### config.mk
export PLATFORM = sky130hd
export DESIGN_NAME = spi_hs_arb
export DESIGN_NICKNAME = d
export VERILOG_FILES = /design/src/rtl/spi_hs_pkg.sv /design/src/rtl/hs_timeout_cnt.sv /design/src/rtl/spi_hs_arb.sv
export SDC_FILE = /design/constraint.sdc
export NUM_CORES = 1
export LEC_CHECK = 0
export CAP_MARGIN = 15
export CORE_UTILIZATION = 34
export CTS_BUF_LIST = sky130_fd_sc_hd__clkbuf_4 sky130_fd_sc_hd__clkbuf_8
export DETAILED_ROUTE_END_ITERATION = 6
export DONT_BUFFER_PORTS = 1
export SLEW_MARGIN = 10
export SYNTH_ARGS = -nofsm -noshare
export SYNTH_HDL_FRONTEND = slang
export SYNTH_HIERARCHICAL = 1
export SYNTH_SLANG_ARGS = --single-unit
### constraint.sdc
create_clock -name clk_i -period 1.61 [get_ports clk_i]
set_input_delay 0.161 -clock clk_i [delete_from_list [all_inputs] [get_ports clk_i]]
set_output_delay 0.161 -clock clk_i [all_outputs]
set_load 0.02 [all_outputs]
### src/rtl/spi_hs_pkg.sv
// Shared widths, FSM state encoding and the abort response value for the
// two-requester SPI master handshake arbiter.
package spi_hs_pkg;

    localparam int HS_ADDR_W = 5;
    localparam int HS_DATA_W = 8;

    // Read data returned to a requester whose transfer was aborted
    localparam logic [HS_DATA_W-1:0] TIMEOUT_DATA = 8'hFF;

    typedef enum logic [1:0] {
        ST_IDLE = 2'd0,
        ST_GNT0 = 2'd1,
        ST_GNT1 = 2'd2
    } arb_state_t;

endpackage

### src/rtl/hs_timeout_cnt.sv
// Stall watchdog for a forwarded handshake beat. Present only when
// SPI_HS_ARB_TIMEOUT_EN is defined; the default build has no such module.
// The count runs while a strobe is forwarded and is zero whenever it is not,
// so every new forwarded beat starts from zero.
`ifdef SPI_HS_ARB_TIMEOUT_EN
module hs_timeout_cnt #(
    parameter int TIMEOUT_CYCLES = 1024
) (
    input  logic clk_i,
    input  logic rst_i,
    input  logic run_i,
    input  logic clr_i,
    output logic hit_o
);

    localparam int CNT_W = (TIMEOUT_CYCLES > 2) ? $clog2(TIMEOUT_CYCLES) : 1;
    localparam logic [CNT_W-1:0] LAST = CNT_W'(TIMEOUT_CYCLES - 1);

    logic [CNT_W-1:0] r_cnt;

    // Count forwarded cycles; restart on completion or when nothing is forwarded
    always_ff @(posedge clk_i) begin
        if (rst_i) begin
            r_cnt <= '0;
        end else if (clr_i || !run_i) begin
            r_cnt <= '0;
        end else begin
            r_cnt <= r_cnt + 1'b1;
        end
    end

    assign hit_o = run_i && (r_cnt == LAST);

endmodule
`endif

### src/rtl/spi_hs_arb.sv
// Two-requester round-robin arbiter in front of the SPI master handshake
// port. The granted requester's strobes, address and write data pass through
// combinationally; completion and read data return combinationally.
// Optional stall abort: define SPI_HS_ARB_TIMEOUT_EN.
//
// state   | meaning
// --------+---------------------------------------------------------------
// IDLE    | no owner; pick a requester (tie goes to the one not in rr_last)
// GNT0    | requester 0 owns the handshake port (held across beats by lock)
// GNT1    | requester 1 owns the handshake port (held across beats by lock)
module spi_hs_arb
    import spi_hs_pkg::*;
#(
    parameter int TIMEOUT_CYCLES = 1024
) (
    input  logic                 clk_i,
    input  logic                 rst_i,
    input  logic                 req0_read_i,
    input  logic                 req0_write_i,
    input  logic [HS_ADDR_W-1:0] req0_addr_i,
    input  logic [HS_DATA_W-1:0] req0_data_i,
    input  logic                 req0_lock_i,
    output logic                 req0_ready_o,
    output logic [HS_DATA_W-1:0] req0_data_o,
    input  logic                 req1_read_i,
    input  logic                 req1_write_i,
    input  logic [HS_ADDR_W-1:0] req1_addr_i,
    input  logic [HS_DATA_W-1:0] req1_data_i,
    input  logic                 req1_lock_i,
    output logic                 req1_ready_o,
    output logic [HS_DATA_W-1:0] req1_data_o,
    output logic                 hs_read_o,
    output logic                 hs_write_o,
    output logic [HS_ADDR_W-1:0] hs_addr_o,
    output logic [HS_DATA_W-1:0] hs_data_o,
    input  logic                 hs_ready_i,
    input  logic [HS_DATA_W-1:0] hs_data_i,
    output logic                 arb_err_o
);

    arb_state_t           r_state;
    arb_state_t           w_state_nxt;
    logic                 r_rr_last;

    logic                 w_act0;
    logic                 w_act1;
    logic                 w_fwd0;
    logic                 w_fwd1;
    logic                 w_fwd;
    logic                 w_done;
    logic                 w_expire;
    logic                 w_hs_en;
    logic                 w_ready;
    logic [HS_DATA_W-1:0] w_rsp_data;

    assign w_act0 = req0_read_i | req0_write_i;
    assign w_act1 = req1_read_i | req1_write_i;

    // Reset masks the grant so every output is quiet while rst_i is high
    assign w_fwd0 = !rst_i && (r_state == ST_GNT0) && w_act0;
    assign w_fwd1 = !rst_i && (r_state == ST_GNT1) && w_act1;
    assign w_fwd  = w_fwd0 | w_fwd1;
    assign w_done = w_fwd & hs_ready_i;

`ifdef SPI_HS_ARB_TIMEOUT_EN
    logic w_hit;
    logic r_err;

    hs_timeout_cnt #(
        .TIMEOUT_CYCLES (TIMEOUT_CYCLES)
    ) u_timeout (
        .clk_i (clk_i),
        .rst_i (rst_i),
        .run_i (w_fwd),
        .clr_i (w_done),
        .hit_o (w_hit)
    );

    // A late hs_ready_i in the expiry cycle still counts as a real completion
    assign w_expire = w_hit & ~hs_ready_i;

    // Sticky abort flag, cleared only by reset
    always_ff @(posedge clk_i) begin
        if (rst_i) begin
            r_err <= 1'b0;
        end else if (w_expire) begin
            r_err <= 1'b1;
        end
    end

    assign arb_err_o = r_err;
`else
    assign w_expire  = 1'b0;
    assign arb_err_o = 1'b0;
`endif

    assign w_hs_en    = w_fwd & ~w_expire;
    assign w_ready    = w_done | w_expire;
    assign w_rsp_data = w_done ? hs_data_i : TIMEOUT_DATA;

    // Forward the owner's request to the SPI master; write wins over read
    always_comb begin
        hs_read_o  = 1'b0;
        hs_write_o = 1'b0;
        hs_addr_o  = '0;
        hs_data_o  = '0;
        if (w_hs_en) begin
            if (w_fwd0) begin
                hs_write_o = req0_write_i;
                hs_read_o  = req0_read_i & ~req0_write_i;
                hs_addr_o  = req0_addr_i;
                hs_data_o  = req0_data_i;
            end else begin
                hs_write_o = req1_write_i;
                hs_read_o  = req1_read_i & ~req1_write_i;
                hs_addr_o  = req1_addr_i;
                hs_data_o  = req1_data_i;
            end
        end
    end

    // Route completion and read data back to the owner only
    always_comb begin
        req0_ready_o = w_ready & w_fwd0;
        req1_ready_o = w_ready & w_fwd1;
        req0_data_o  = (w_ready & w_fwd0) ? w_rsp_data : '0;
        req1_data_o  = (w_ready & w_fwd1) ? w_rsp_data : '0;
    end

    // Grant selection, lock hold and release
    always_comb begin
        w_state_nxt = r_state;
        case (r_state)
            ST_IDLE: begin
                if (w_act0 && w_act1) begin
                    w_state_nxt = r_rr_last ? ST_GNT0 : ST_GNT1;
                end else if (w_act0) begin
                    w_state_nxt = ST_GNT0;
                end else if (w_act1) begin
                    w_state_nxt = ST_GNT1;
                end
            end
            ST_GNT0: begin
                if (w_expire) begin
                    w_state_nxt = ST_IDLE;
                end else if (w_done) begin
                    w_state_nxt = req0_lock_i ? ST_GNT0 : ST_IDLE;
                end else if (!w_act0 && !req0_lock_i) begin
                    w_state_nxt = ST_IDLE;
                end
            end
            ST_GNT1: begin
                if (w_expire) begin
                    w_state_nxt = ST_IDLE;
                end else if (w_done) begin
                    w_state_nxt = req1_lock_i ? ST_GNT1 : ST_IDLE;
                end else if (!w_act1 && !req1_lock_i) begin
                    w_state_nxt = ST_IDLE;
                end
            end
            default: w_state_nxt = ST_IDLE;
        endcase
    end

    // State register; rr_last follows whichever requester is granted
    always_ff @(posedge clk_i) begin
        if (rst_i) begin
            r_state   <= ST_IDLE;
            r_rr_last <= 1'b1;
        end else begin
            r_state <= w_state_nxt;
            if (w_state_nxt == ST_GNT0) begin
                r_rr_last <= 1'b0;
            end else if (w_state_nxt == ST_GNT1) begin
                r_rr_last <= 1'b1;
            end
        end
    end

endmodule
## Word level (Yosys, flattened, before mapping)

Index checks and enable logic that the tools add are counted.

- Magnitude comparators: 0
- Bitwise logic cells: 10
- Add/sub/neg operators: 0
- Equal/unequal tests: 4
- Div/mod/pow operators: 0
- Reductions and logical operators: 14
- Shift-type cells: 0
- $mul: 0
- Multiplexer cells: 24

Operators by type and width:

| operator | count |
|---|---|
| 2-to-1 mux 8 bit | 5 |
| 2-to-1 mux 2 bit | 9 |
| 2-to-1 mux 5 bit | 2 |
| logical AND 1 bit | 7 |
| 2-to-1 mux 1 bit | 7 |
| case mux 2 bit (3 select lines) | 1 |
| AND 1 bit | 5 |
| zero test 1 bit | 5 |
| == test 2 x 1 -> 1 bit (second input constant) | 2 |
| == test 2 bit (second input constant) | 2 |
| bitwise OR 1 bit | 3 |
| zero test 2 bit | 1 |
| NOT 1 bit | 2 |
| nonzero test 2 bit | 1 |

- Bits in read-only memories: 0
- Latch bits: 0
- Output and inout bits: 34
- Input bits: 43
- Memories kept: 0
- RAM bits: 0
- Logic and storage cells: 54
- Flip-flop bits (word level): 3

## Logic depth before layout (Yosys ltp)

Gate-level depths: netlist of run 1.

- Word-level depth: 10
- Gate-level depth with buffers: 8
- Mapped depth without buffers: 7

## Least setup slack after synthesis of run 1

OpenSTA, ideal clock, no wires.

- Path kind: register to register
- Start: reg r_state[0]
- End: reg r_rr_last
- Buffers on the path: 1
- Arrival time: 1.370 ns
- Clock period less this slack: 1.487 ns
- Slack: 0.123 ns
- Data required time: 1.493 ns
- Cell stages (with the launch flop): 8
- Setup time: 0.117 ns
- Cell sequence: dfxtp_1 buf_6 o21bai_4 o21ai_0 a21oi_1 ha_1 mux2i_1 nand2b_1

- Word-level cells in the longest chain between the ends: 9
- Elaborated cells on any way between the ends: 21
- Classes of those cells: 4 x eq/ne; 9 x mux; 2 x bitwise; 6 x reduce/logical

RTL lines:

| item | RTL line | source |
|---|---|---|
| start: declaration | spi_hs_arb.sv:41 | `arb_state_t r_state;` |
| start signal: assignment | spi_hs_arb.sv:171 | `r_state <= w_state_nxt;` |
| == test 2 x 1 -> 1 bit or == test 2 bit (tied branches) | spi_hs_arb.sv:60, spi_hs_arb.sv:133, spi_hs_arb.sv:61 |  |
| logical AND 1 bit (on tied branches) (2 in series) | spi_hs_arb.sv:60, spi_hs_arb.sv:61 |  |
| bitwise OR 1 bit | spi_hs_arb.sv:62 | `assign w_fwd = w_fwd0 \| w_fwd1;` |
| AND 1 bit | spi_hs_arb.sv:63 | `assign w_done = w_fwd & hs_ready_i;` |
| 2-to-1 mux 2 bit (on tied branches) | spi_hs_arb.sv:155, spi_hs_arb.sv:146 |  |
| case mux 2 bit (3 select lines) * | spi_hs_arb.sv:133 | `case (r_state)` |
| via w_state_nxt[0] | spi_hs_arb.sv:42 | `arb_state_t w_state_nxt;` |
| == test 2 x 1 -> 1 bit or == test 2 bit (tied branches) | spi_hs_arb.sv:172, spi_hs_arb.sv:174 |  |
| 2-to-1 mux 1 bit or nonzero test 2 bit (tied branches) | - |  |
| end signal: assignment | spi_hs_arb.sv:169 | `r_rr_last <= 1'b1;` |
| end signal: assignment | spi_hs_arb.sv:173 | `r_rr_last <= 1'b0;` |
| end signal: assignment | spi_hs_arb.sv:175 | `r_rr_last <= 1'b1;` |
| end: declaration | spi_hs_arb.sv:43 | `logic r_rr_last;` |

The timed path passes the listed nets; every way through them passes the cells marked *.
A chain may end at the register's enable or synchronous reset.

## Worst setup path after layout of run 1

- Start: reg r_state[0]
- End: out req1_data_o[3]

- Word-level cells in the longest chain between the ends: 7
- Elaborated cells on any way between the ends: 11
- Classes of those cells: 2 x eq/ne; 2 x mux; 3 x bitwise; 4 x reduce/logical

RTL lines:

| item | RTL line | source |
|---|---|---|
| == test 2 x 1 -> 1 bit or == test 2 bit (tied branches) | spi_hs_arb.sv:60, spi_hs_arb.sv:61 |  |
| logical AND 1 bit (on tied branches) (2 in series) | spi_hs_arb.sv:60, spi_hs_arb.sv:61 |  |
| bitwise OR 1 bit | spi_hs_arb.sv:62 |  |
| AND 1 bit | spi_hs_arb.sv:63 |  |
| 2-to-1 mux 8 bit or AND 1 bit (tied branches) | spi_hs_arb.sv:99, spi_hs_arb.sv:127 |  |
| 2-to-1 mux 8 bit * | spi_hs_arb.sv:127 | `req1_data_o = (w_ready & w_fwd1) ? w_rsp_data : '0;` |
| end: declaration | spi_hs_arb.sv:31 | `output logic [HS_DATA_W-1:0] req1_data_o,` |

Mark *: on every way between the ends. The rest lies on a longest branch, timed or not.

==> results.json, run 1 <==
{
  "power_density_nw_per_um2": 924,
  "cts.sinks": 3,
  "fin_area_um2": 718,
  "cpMaxStageDelayCell": "dfxtp_2",
  "setup_viol": 0,
  "ys_warn_count": 6,
  "die_area_um2": 1960,
  "grt_pass1_wl_mm": 2.09,
  "crit_fanout": 10,
  "violations": "DRC",
  "startpoint_type": "flip-flop",
  "synth_cells": 71,
  "path_cells": "o21bai_4 -> nor3_4 -> and2_2",
  "grt_overflow_total": 0,
  "drt-pass1-iter-count": 7,
  "syn-num-nets": 115,
  "clock_latency_ps": 230,
  "drv_slew": 0,
  "chipWidth_um": 44.2,
  "vias_per_cell": 5.84,
  "clkTransAtPathRegs_ps": 40,
  "vdd_drop_max_v": 0.000686,
  "outcome": "finished, violations left",
  "via_count": 596,
  "row_count": 14,
  "seq_area_frac_synth": 0.0990,
  "drive_gt1_frac": 0.692,
  "grt_max_degree": 14,
  "synth_cell_type_count": 30,
  "routedWlPerCell_um": 14.6,
  "start_util": 0.381,
  "min_path_type": "in -> reg",
  "io_pins": 77,
  "numCtsBuffers": 3,
  "timing.fmax_ghz": 0.652,
  "max_stage_delay_ps": 360,
  "worstPathRequired_ps": 1450,
  "drt-total-wl_mm": 1.49,
  "holdWs_ps": 1.57,
  "antenna_found_initial": 0,
  "postRouteAntennaNets": 0,
  "avgSynthCellArea_um2": 8.55,
  "fin_skew_ps": 3.85,
  "core-area_um2": 1590,
  "post-route-period-util": 0.953,
  "worst_slack_ps": 76.3,
  "worst-setup-path-type": "reg -> out",
  "design_power_total_uw": 663,
  "drv_cap": 0,
  "cts_max_level": 1,
  "drtIter0Drc": 18,
  "grt_pass1_vias": 513,
  "syn_area_um2": 607,
  "antennaDiodeCount": 0,
  "tritoncts": "yes",
  "clock-root-buffer": "clkbuf_4",
  "fin_crit_ps": 1530,
  "hpwl_mm": 1.12,
  "clockBufferDepth": 2,
  "endpoint_kind": "output port",
  "grtUsageTotal": 0.147,
  "gp_congestion": 0.857,
  "placed_area_um2": 626,
  "io_buffers": 0,
  "area_delta_synth_final_pct": 18.4,
  "fin_setup_tns_ps": 0,
  "place_ws_ps": -23.9,
  "synth-seq-cells": 3,
  "rsz0062_at_grt": "yes",
  "nets": 123,
  "power_leakage_nw": 0.299,
  "drc_errors": 8,
  "final-hold-violation-count": 0,
  "die_y_um": 44.2,
  "critical_path_arrival_ps": 1370
}
## metrics by stage
stage	utilization	std cells
4_1_cts	0.434	102
3_5_place_dp	0.392	95
6_report	0.451	102
5_1_grt	0.451	102
2_1_floorplan	-	71
3_3_place_gp	0.392	95
## sequential cells by signal, indices dropped and copies added (netlist names)
register / flops
r_rr_last: 1
r_state: 2
## metal layers
metal / vias up / routed length, um / global-route usage
li1: 273 / - / -
met1: 268 / 557 / 0.168
met2: 55 / 778 / 0.250
met3: 0 / 150 / 0.0286
met4: 0 / 0 / 0.0909
met5: - / 0 / 0
## cells in the final DEF (no fill, tap or decap), types with 2 or more instances in the layout
cell type  netlist  routed
a211oi_1         2       2
a21oi_1          4       4
a22o_2          10      12
and2_2           0      16
buf_4            2       6
clkbuf_4         0       4
dfxtp_2          0       2
inv_1            2       2
nand2b_4         2       2
nand3_1          2       2
nor3_4           3       3
## cell usage after synthesis
library cell  count  area, um2
and2_1           16        100
a22o_2           10        100
a21oi_1           4       20.0
a22o_1            3       26.3
buf_6             3       33.8
dfxtp_1           3       60.1
nor3_4            3       48.8
a211oi_1          2       15.0
buf_4             2       15.0
inv_1             2       7.51
nand2b_4          2       27.5
nand3_1           2       10.0
o21ai_0           2       10.0
a21o_2            1       8.76
and4bb_2          1       12.5
conb_1            1       3.75
ha_1              1       12.5
inv_2             1       3.75
mux2i_1           1       10.0
nand2_1           1       3.75
nand2b_1          1       6.26
nor2_1            1       3.75
nor2_2            1       6.26
nor3_2            1       10.0
nor3b_1           1       7.51
nor4_1            1       6.26
o21bai_4          1       18.8
o22ai_1           1       6.26
or2_2             1       6.26
or3_1             1       6.26
## kinds of logic (layout without fill, tap and decap cells)
logic type / after synthesis / count (layout) / share of synthesized area
and+or+nand+nor: 33 / 33 / 0.421
adders and majority gates: 1 / 1 / 0.0206
other: 1 / 1 / 0.00618
DFF: 3 / 3 / 0.0990
AOI/OAI and AO/OA: 24 / 24 / 0.338
muxes: 1 / 1 / 0.0165
buffers and inverters: 8 / 15 / 0.0990
## where the power goes
group / internal, mW / total [mW] / switching (mW)
logic: 0.170 / 0.379 / 0.209
registers: 0.102 / 0.136 / 0.0339
clock network: 0.110 / 0.149 / 0.0391
total: 0.381 / 0.663 / 0.282
## worst max-delay path: cells and delay by family, from the launching register on
kind | cells | cell delay (ps)
AOI/OAI and AO/OA | 1 | 210
DFF | 1 | 360
and+or+nand+nor | 2 | 570
## final cells by class
type / count / area (um2)
Inverter: 3 / 11.3
Timing Repair Buffer: 8 / 66.3
Clock buffer: 4 / 30.0
Fill cell: 141 / 876
Tap cell: 24 / 30.0
Sequential cell: 3 / 62.6
Multi-Input combinational cell: 60 / 518
## final timing paths
check | to | slack [ps] | start | cells after the start
setup / recovery | req1_data_o[3] | 80 | r_state[0] | 3
hold / removal | r_state[1] | 2 | rst_i | 1
setup reg to reg | r_rr_last | 80 | r_rr_last | 6
hold reg to reg | r_state[1] | 530 | r_state[0] | 1
## repair_timing
action,4_1_cts,5_1_grt
hold buffers,1,0
hold endpoints to repair,1,0
setup buffers,2,0
gates resized for setup,9,14
setup endpoints to repair,30,31
pin swaps,1,1
(Power assumes the default switching activity.)
==> inputs of run 2 (changes only) <==
--- a/config.mk
+++ b/config.mk
@@ -6,8 +6,10 @@
 export NUM_CORES = 1
 export LEC_CHECK = 0
 export CAP_MARGIN = 15
+export CORE_MARGIN = 2
 export CORE_UTILIZATION = 34
 export CTS_BUF_LIST = sky130_fd_sc_hd__clkbuf_4 sky130_fd_sc_hd__clkbuf_8
+export CTS_CLUSTER_SIZE = 8
 export DETAILED_ROUTE_END_ITERATION = 6
 export DONT_BUFFER_PORTS = 1
 export SLEW_MARGIN = 10
==> run 2 against run 1 <==
The flow now finishes without violations. Wire length rose by 15%. Hold slack improved by 9.1 ps. Combinational power up 20%. Clock power about the same. Critical path depth is 3 higher. Via count up 0.17%. Maximum frequency fell by 3.2%. Sequential share of layout area shrank 0.067 points. Power up 13%. Die area grew 9.2%. Design area increased by 2.8%. Critical endpoint is now r_rr_last. Highest routed layer is now met4.
==> results.json, run 2 (same netlist as run 1, synthesis figures left out) <==
{
  "io_pins": 77,
  "critical_path_arrival_ps": 1700,
  "final_common_cell": "and2_2",
  "multi_input_area_um2": 539,
  "highest_layer": "met4",
  "min_from": "rst_i",
  "power_leakage_nw": 0.286,
  "crit_fanout": 3,
  "drc_errors": 0,
  "m1WireLength_um": 608,
  "nets": 121,
  "numCtsBuffers": 3,
  "fin_setup_tns_ps": 0,
  "drt-pass1-iter-count": 2,
  "gp_congestion": 0.800,
  "dp_cells": 95,
  "drive_gt1_frac": 0.750,
  "largest_reg_flops": 2,
  "startpoint_type": "flip-flop",
  "vdd_drop_max_v": 0.000870,
  "final_util": 0.432,
  "fin_crit_ps": 1580,
  "seqCellArea_um2": 63.8,
  "drtIter0Drc": 4,
  "via_count": 597,
  "tritoncts": "yes",
  "largest_registers": "r_state x2, r_rr_last x1",
  "clockBufferDepth": 2,
  "n_fill_cell": 159,
  "antenna_found_initial": 0,
  "largest_register": "r_state",
  "outcome": "completed",
  "worstPathRequired_ps": 1720,
  "startpoint": "r_rr_last",
  "final-hold-violation-count": 0,
  "post-route-period-util": 0.984,
  "postRouteAntennaNets": 0,
  "fin_skew_ps": 9.66,
  "antennaDiodeCount": 0,
  "die_area_um2": 2140,
  "clkTransAtPathRegs_ps": 30,
  "drv_cap": 0,
  "start_util": 0.355,
  "worst-setup-path-type": "reg -> reg",
  "grt_overflow_total": 0,
  "place_ws_ps": 72.1,
  "final-instance-count-excl-fill": 101,
  "io_buffers": 0,
  "min_path_type": "in -> reg",
  "drv_slew": 0,
  "grt_pass1_vias": 523,
  "timing.fmax_ghz": 0.631,
  "clock-root-buffer": "clkbuf_4",
  "grt_pass1_wl_mm": 2.19,
  "cts.sinks": 3,
  "drt-total-wl_mm": 1.70,
  "fin_area_um2": 738,
  "core-area_um2": 1710,
  "chipWidth_um": 46.2,
  "routedWlPerCell_um": 16.9,
  "grt_max_degree": 14,
  "cts_max_level": 1,
  "power_density_nw_per_um2": 1010,
  "area_delta_synth_final_pct": 21.6,
  "final_cell_mix": "15 x and2_2, 13 x a22o_2, 4 x clkbuf_4, 4 x buf_4",
  "placed_area_um2": 619,
  "r2r-start": "r_rr_last",
  "row_count": 15,
  "endpoint_kind": "flip-flop",
  "rsz0062_at_grt": "yes",
  "route.met3.wl_um": 215,
  "vias_per_cell": 5.91,
  "worst_slack_ps": 25.9,
  "setup_viol": 0,
  "clock_latency_ps": 240,
  "grtUsageTotal": 0.146,
  "met2_length_um": 837,
  "die_y_um": 46.2
}
[run 2: cell types whose count changed in the layout (fill, tap and decap cells not counted), sizes merged]
cell,change
buf,-2
[run 2: what timing repair did]
| item | in CTS | in global routing |
|---|---|---|
| gates resized for setup | 3 | 25 |
| pin swaps | 1 | 1 |
| hold endpoints to repair | 1 | 0 |
| setup buffers | 1 | 0 |
| hold buffers | 1 | 0 |
| setup endpoints to repair | 29 | 15 |
[run 2: critical path: stages (launching register included)]
cell	delay, ps
dfxtp_2	320
o21ai_0	70
a21oi_1	110
or3_4	390
ha_4	280
mux2i_2	230
nand2b_1	70
[run 2: final timing paths]
path	depth (start not counted)	slack, ps	end
max reg2reg	6	30	r_rr_last
max	6	30	r_rr_last
min	1	10	r_state[0]
min reg2reg	1	510	r_state[1]
[run 2: stage by stage]
stage | power (mW) | hold WS, ps
2_1_floorplan | 0.457 | 333
3_3_place_gp | 0.480 | 252
3_5_place_dp | 0.486 | 247
4_1_cts | 0.656 | 0.636
5_1_grt | 0.795 | 11.0
6_report | 0.747 | 10.7
[run 2: report_power, final]
group	switching, mW	total [mW]	leakage (nW)	internal (mW)
sequential	0.0364	0.141	0.0251	0.104
combinational	0.248	0.456	0.243	0.208
clock	0.0411	0.151	0.0184	0.110
[run 2: layout make-up]
| class | count | area share |
|---|---|---|
| Multi-Input combinational cell | 60 | 0.731 |
| Clock buffer | 4 | 0.0407 |
| Tap cell | 25 | 0.0424 |
| Inverter | 3 | 0.0186 |
| Sequential cell | 3 | 0.0864 |
| Timing Repair Buffer | 6 | 0.0814 |
[run 2: per-layer routing]
layer  vias to the layer above  GRT usage
li1                        271          -
met1                       263      0.165
met2                        59      0.233
met3                         4     0.0471
met4                         0     0.0914
met5                         -          0
==> inputs of run 3 (changes only) <==
--- a/config.mk
+++ b/config.mk
@@ -6,11 +6,11 @@
 export NUM_CORES = 1
 export LEC_CHECK = 0
 export CAP_MARGIN = 15
-export CORE_MARGIN = 2
-export CORE_UTILIZATION = 34
+export CORE_AREA = 2 2 39 41
 export CTS_BUF_LIST = sky130_fd_sc_hd__clkbuf_4 sky130_fd_sc_hd__clkbuf_8
 export CTS_CLUSTER_SIZE = 8
 export DETAILED_ROUTE_END_ITERATION = 6
+export DIE_AREA = 0 0 41 43
 export DONT_BUFFER_PORTS = 1
 export SLEW_MARGIN = 10
 export SYNTH_ARGS = -nofsm -noshare
==> run 3 against run 2 <==
Worst setup slack improved by 33 ps. Wire length decreased by 12%. Cell count decreased by 5.9%. Register-to-register slack improved by 100 ps. Via count decreased by 2.0%. Non-clock buffer count increased by 2. Sequential power decreased by 9%.
==> results.json, run 3 (same netlist as run 1, synthesis figures left out) <==
{
  "row_count": 14,
  "crit_fanout": 7,
  "postRouteAntennaNets": 0,
  "place_ws_ps": 68.6,
  "timing.fmax_ghz": 0.645,
  "final-hold-violation-count": 0,
  "max_stage_delay_ps": 340,
  "setup_viol": 0,
  "worst-setup-path-type": "reg -> out",
  "chipWidth_um": 41,
  "clockBufferDepth": 2,
  "rsz0062_at_grt": "yes",
  "vias_per_cell": 6.16,
  "endpoint_kind": "output port",
  "grt_pass1_wl_mm": 2.15,
  "grt_overflow_total": 0,
  "grt_max_degree": 14,
  "start_util": 0.439,
  "grtUsageTotal": 0.177,
  "outcome": "completed",
  "area_delta_synth_final_pct": 20.4,
  "path_cells": "o21bai_4 -> buf_4 -> nor3_4 -> and2_2",
  "cpMaxStageDelayCell": "dfxtp_2",
  "min_path_type": "in -> reg",
  "io_pins": 77,
  "antenna_found_initial": 0,
  "drtIter0Drc": 2,
  "cts.sinks": 3,
  "startpoint_type": "flip-flop",
  "gp_congestion": 0.810,
  "numCtsBuffers": 3,
  "critical_path_arrival_ps": 1390,
  "design_power_total_uw": 676,
  "hpwl_mm": 1.19,
  "via_count": 585,
  "nets": 124,
  "vdd_drop_max_v": 0.000620,
  "power_leakage_nw": 0.303,
  "clock-root-buffer": "clkbuf_4",
  "die_y_um": 43,
  "tritoncts": "yes",
  "drc_errors": 0,
  "core-area_um2": 1380,
  "drv_slew": 0,
  "clock_latency_ps": 230,
  "worstPathRequired_ps": 1450,
  "routedWlPerCell_um": 15.8,
  "drt-total-wl_mm": 1.50,
  "largest_register": "r_state",
  "die_area_um2": 1760,
  "post-route-period-util": 0.963,
  "worst_slack_ps": 59.2,
  "clkTransAtPathRegs_ps": 30,
  "io_buffers": 0,
  "largest_registers": "r_state x2, r_rr_last x1",
  "drt-pass1-iter-count": 3,
  "fin_area_um2": 731,
  "final_cell_mix": "12 x a22o_2, 8 x and2_1, 5 x and2_2, 5 x buf_4",
  "antennaDiodeCount": 0,
  "cts_max_level": 1,
  "fin_skew_ps": 5.05,
  "holdWs_ps": 10.7,
  "final_common_cell": "a22o_2",
  "drive_gt1_frac": 0.595,
  "placed_area_um2": 623,
  "fin_crit_ps": 1550,
  "grt_pass1_vias": 509,
  "drv_cap": 0,
  "largest_reg_flops": 2,
  "power_density_nw_per_um2": 925
}
[run 3: worst paths after layout]
| check | start | to | slack, ps | cells after the start |
|---|---|---|---|---|
| max reg2reg | r_rr_last | r_rr_last | 130 | 6 |
| max | r_state[0] | req1_data_o[0] | 60 | 4 |
| min | rst_i | r_state[0] | 10 | 1 |
| min reg2reg | r_state[0] | r_state[1] | 480 | 1 |
[run 3: final cells by class]
| type | instances | area, um2 |
|---|---|---|
| fill | 133 | 653 |
| timing repair buffer | 8 | 78.8 |
| tap | 16 | 20.0 |
| multi-input combinational | 61 | 528 |
| sequential | 3 | 62.6 |
| clock buffer | 4 | 30.0 |
| inverter | 3 | 11.3 |
[run 3: repair_timing]
| item | in CTS | in global routing |
|---|---|---|
| endpoints found under the setup margin | 21 | 31 |
| setup buffers | 1 | 0 |
| pin swaps | 2 | 0 |
| gates resized for setup | 11 | 8 |
| hold endpoints to repair | 0 | 1 |
| gates cloned | 1 | 0 |
| hold buffers | 0 | 1 |
[run 3: routing by layer]
| metal | global-route usage | wire length, um |
|---|---|---|
| met2 | 0.272 | 790 |
| met5 | 0 | 0 |
| met3 | 0.0576 | 177 |
| met4 | 0.100 | 0 |
| met1 | 0.205 | 532 |
[run 3: metrics by stage]
step / utilization / instances / setup TNS, ps
floorplan: - / 71 / 0
global placement: 0.450 / 88 / 0
detailed placement: 0.450 / 88 / 0
CTS: 0.507 / 94 / -99.2
global route: 0.528 / 95 / -49.0
finish: 0.528 / 95 / 0
[run 3: where the power goes]
part	leakage (nW)	internal [mW]	switching [mW]
Clock	0.0184	0.109	0.0367
Sequential	0.0255	0.102	0.0261
Combinational	0.259	0.180	0.222
Total	0.303	0.391	0.285
[run 3: worst max-delay path: cells and delay by family (launching register included)]
kind,cells,cell delay [ps]
DFF,1,340
buffers and inverters,1,160
and+or+nand+nor,2,470
AOI/OAI and AO/OA,1,190
